<file path="config.mk">
export PLATFORM = sky130hd
export DESIGN_NAME = hilo_div_ctrl
export DESIGN_NICKNAME = d
export VERILOG_FILES = /design/src/rtl/hilo_div_ctrl.sv
export SDC_FILE = /design/constraint.sdc
export NUM_CORES = 1
export LEC_CHECK = 0
export BUFFER_PORTS_ARGS = -buffer_cell sky130_fd_sc_hd__buf_4
export CAP_MARGIN = 25
export CORE_MARGIN = 2
export CORE_UTILIZATION = 34
export DETAILED_ROUTE_END_ITERATION = 12
export GPL_TIMING_DRIVEN = 0
export PLACE_DENSITY = 0.53
export SKIP_CTS_REPAIR_TIMING = 1
export SYNTH_ARGS = -nofsm -noshare
export SYNTH_HDL_FRONTEND = slang
export SYNTH_SLANG_ARGS = --single-unit
</file>
<file path="constraint.sdc">
create_clock -name clk -period 3.7 [get_ports clk]
set_clock_uncertainty 0.2 [all_clocks]
set_input_delay 0.185 -clock clk [delete_from_list [all_inputs] [get_ports clk]]
set_output_delay 0.185 -clock clk [all_outputs]
set_load 0.01 [all_outputs]
</file>
<file path="src/rtl/hilo_div_ctrl.sv">
// HI/LO owner and multicycle DIVU sequencer for the 5-stage core.
// Restoring division, one quotient bit per clock, EX-stage hazard stall.
module hilo_div_ctrl #(
  parameter int         WIDTH    = 32,
  parameter logic [1:0] SEL_DIVU = 2'b00,
  parameter logic [1:0] SEL_MFLO = 2'b01,
  parameter logic [1:0] SEL_MFHI = 2'b10,
  parameter logic [1:0] SEL_ALU  = 2'b11
) (
  input  logic             clk,
  input  logic             rst_n,
  input  logic [1:0]       ex_op,
  input  logic             ex_valid,
  input  logic [WIDTH-1:0] dividend,
  input  logic [WIDTH-1:0] divisor,
  output logic [WIDTH-1:0] hi,
  output logic [WIDTH-1:0] lo,
  output logic [1:0]       res_sel,
  output logic             stall,
  output logic             busy,
  output logic             div_done
);

  localparam int CW = $clog2(WIDTH);
  localparam logic [CW-1:0] LAST = CW'(WIDTH - 1);

  localparam logic [1:0] IDLE = 2'd0;
  localparam logic [1:0] RUN  = 2'd1;
  localparam logic [1:0] DONE = 2'd2;

  logic [1:0]       state;
  logic [CW-1:0]    count;
  logic [WIDTH-1:0] dvs;
  logic [WIDTH-1:0] q;
  logic [WIDTH-1:0] r;

  logic [WIDTH:0]   r_sh;
  logic [WIDTH:0]   diff;
  logic             fit;
  logic [WIDTH-1:0] r_nx;
  logic [WIDTH-1:0] q_nx;
  logic             hazard;
  logic             start;

  // One restoring step: R needs the extra bit only for the compare.
  always_comb begin
    r_sh = {r, q[WIDTH-1]};
    diff = r_sh - {1'b0, dvs};
    fit  = (r_sh >= {1'b0, dvs});
    r_nx = fit ? diff[WIDTH-1:0] : r_sh[WIDTH-1:0];
    q_nx = {q[WIDTH-2:0], fit};
  end

  assign busy     = (state == RUN);
  assign div_done = (state == DONE);

  assign hazard = (ex_op == SEL_MFHI) | (ex_op == SEL_MFLO) |
                  (ex_op == SEL_DIVU);
  assign stall  = busy & ex_valid & hazard;
  assign start  = ex_valid & (ex_op == SEL_DIVU) & ~stall;

  assign res_sel = (ex_valid & ~stall) ? ex_op : SEL_ALU;

  always_ff @(posedge clk or negedge rst_n) begin
    if (!rst_n) begin
      state <= IDLE;
      count <= '0;
      dvs   <= '0;
      q     <= '0;
      r     <= '0;
      hi    <= '0;
      lo    <= '0;
    end else begin
      case (state)
        RUN: begin
          q     <= q_nx;
          r     <= r_nx;
          count <= count + 1'b1;
          if (count == LAST) begin
            lo    <= q_nx;
            hi    <= r_nx;
            state <= DONE;
          end
        end
        IDLE, DONE: begin
          if (start) begin
            dvs   <= divisor;
            q     <= dividend;
            r     <= '0;
            count <= '0;
            state <= RUN;
          end else begin
            state <= IDLE;
          end
        end
        default: state <= IDLE;
      endcase
    end
  end

endmodule

</file>
==> impl_results.md <==
* Register area at 4180 um^2
* Post-synthesis sequential element count at 167
* # nets final at 1,208
* Combinational share of power at 58.9%
* Syn. warnings at 0
* Drt total wl at 23,700 um
* Number of routed nets with antenna violations at 0
* Largest net degree at the start of global routing at 115
* RSZ-0062 raised after global routing: false
* Cell accounting for the most synthesized area: dfrtp_1
* Die Wd at 163 um
* Area Overhead vs Synth at 32.0%
* First-pass GRT wire length at 37,000 um
* CTS tree: built
* CTS H-tree lvls at 4
* Mapped Area at 8620 um^2
* Vias in the first global route at 6,745
* Fin Setup TNS at 0 ns
* Share of the synthesized area in the top cell type at 48.5%
* Netlist cell types at 57
* GRT Residual Overflow at 0
* Design area at 11,400 um^2
* Max Cap Violations at 0
* Fin crit share at 93.9%
* Clock Path Buffers at 2
* Multi-input gate area at 4040 um^2
* Slew Viols, Final at 0
* Worst-path clk slew at 0.07 ns
* Status: finished, final reports clean
* P_int at 6.54 mW
* Worst vdd ir at 0.433 mV
* Most frequent cells after synthesis: 167 x dfrtp_1, 156 x nand2_1, 92 x o21ai_0
* CP required at 3.78 ns
* Main synth FF type: dfrtp_1
* Inserted Diodes at 0
* Arrival time worst endpoint at 3.56 ns
* Initial Util at 34.4%
* Drt drc at 0
* Top cells by area, synth: dfrtp_1 48%, mux2i_1 7.2%, nand2_1 6.8%, o21ai_0 5.3%, ha_1 4.9%
* Syn avg cell area at 9.78 um^2
* Fmax at 0.288 GHz
* Crit path time final at 3.47 ns
* CP Class: reg -> reg
* I/O pin count at 138
* IO buf count at 137
* Die area at 26,600 um^2
* Critical path endpoint category: flip-flop
* Synth async-reset ratio at 100%
* Placed inst area at 10,100 um^2
* R2R depth at 12
* DR WL/cell at 16.4 um
* Die H at 163 um
* Hold Path Class: in -> async
* Num rows at 58
* Net Sw Frac at 44.8%
* Seq/Total Area, Yosys at 48.5%
* CP max FO at 10
* Vias at 7,117
* Lkg Pwr at 5.41 nW
* Iter 0 DRT Violations at 443
* Core Region at 25,000 um^2
* Kind of start point of the critical path: flip-flop
* Headroom to the max-slew limit at 50.6%
* Post-synth EDFFs at 0
* Clk pwr share at 15.7%
* Post-detail-place hpwl at 17,100 um
* Placer congestion estimate at 0.876
* CTS Root Cell: clkbuf_16
* Top-count cell post-synth: dfrtp_1
* Tot GR Track Use at 17.8%
* Post-Synthesis Net Count at 985
* Final Setup Violations at 0
* Clock sinks at 167
* First-pass DRT Iterations at 4
* Num CTS Buffers at 17
* Final Hold Vio Count at 0
* Worst-Margin Slew at 0.741 ns
* Non-filler instance count after layout at 1,447
* Vias per cell at 4.92
* # fillers at 2,449
* Ratio of cells with drive above 1 in the final layout at 20.1%
* Post-Place Cells at 1,350
* Pwr per Cell Area at 1040 nW/um^2
* Psw at 5.31 mW
* Clk_lat worst skew at 0.43 ns
* Worst-case hold slack at 0.0471 ns
* Synth Instances at 881
* Reg power frac at 25.4%
* Initial antenna violation count at 0
-- metal layers --
metal | vias to the layer above | global-route usage (%) | routed length (um)
met4 | 0 | 5.19 | 337
met1 | 3455 | 25.9 | 11900
met5 | - | 0 | 0
met2 | 122 | 27.3 | 10800
li1 | 3523 | - | -
met3 | 17 | 2.92 | 629
-- cells by family (layout without fill, tap and decap cells) --
logic type                 count (synthesis)  after routing  synth area share (%)
AOI/OAI and AO/OA                        234            234                  15.8
xor gates and xnor gates                  28             28                  2.85
adders and majority gates                 35             35                  5.17
buffers and inverters                     93            329                  4.70
DFF                                      167            167                  48.5
muxes                                     95             95                  11.5
and+or+nand+nor                          229            229                  11.5
-- flip-flops by register name, summed over array words and instances (netlist names) --
name,count
state,2
count,5
r,32
lo,32
hi,32
dvs,32
q,32
-- final timing paths --
kind	startpoint	to	slack (ns)
setup / recovery	r[6]	r[22]	0.23
setup reg to reg	r[6]	r[22]	0.23
hold reg to reg	hi[1]	hi[1]	0.28
min in group clk	hi[1]	hi[1]	0.28
max in group asynchronous	rst_n	q[3]	2.32
hold / removal	rst_n	dvs[18]	0.05
-- critical path: stages, from the launching register on --
cell       delay [ns]
dfrtp_1          0.40
ha_1             0.39
a21oi_2          0.26
and2_2           0.20
a2bb2oi_2        0.13
o31ai_1          0.12
a211o_2          0.41
a21oi_2          0.16
a32o_1           0.18
buf_6            0.19
buf_12           0.17
mux2i_1          0.38
o22ai_1          0.13
-- layout make-up --
cell class	instances	area share, %
clock buffer	17	3.74
sequential	167	36.7
timing repair buffer	204	15.2
buffer	52	2.21
tap	330	3.63
multi-input combinational	621	35.6
clock inverter	15	1.60
inverter	41	1.35
-- power groups by stage --
stage | clock network, mW | registers (mW) | logic [mW]
3_3_place_gp | 0 | 3.03 | 6.79
3_5_place_dp | 0 | 3.04 | 6.86
5_1_grt | 1.98 | 3.11 | 7.73
2_1_floorplan | 0 | 3.00 | 5.02
6_report | 1.86 | 3.01 | 6.97
4_1_cts | 1.91 | 3.01 | 6.91
-- layout by cell type, fill, tap and decap left out, drive strengths merged, types with 5 or more instances in the layout --
cell type      n
a21oi         33
xnor2         17
nor3           6
o21a           6
dlygate4sd3   65
clkbuf        53
nand2        156
nor2          16
nand3          9
mux2i         62
buf          154
o21bai         7
xor2          11
and3           7
mux2          33
ha            34
nand2b         5
a21o          10
o21ai        141
nand4         12
inv           50
o22ai         10
dfrtp        167
-- metrics by stage --
| step | worst slack, ns | utilization [%] | total power [mW] |
|---|---|---|---|
| 2_1_floorplan | 0.639 | - | 8.02 |
| 3_3_place_gp | 0.0995 | 40.2 | 9.82 |
| 3_5_place_dp | 0.131 | 40.4 | 9.90 |
| 4_1_cts | 0.115 | 42.8 | 11.8 |
| 5_1_grt | 0.0188 | 45.4 | 12.8 |
| 6_report | 0.226 | 45.4 | 11.8 |
No activity file was read; power rests on OpenSTA's default activity.
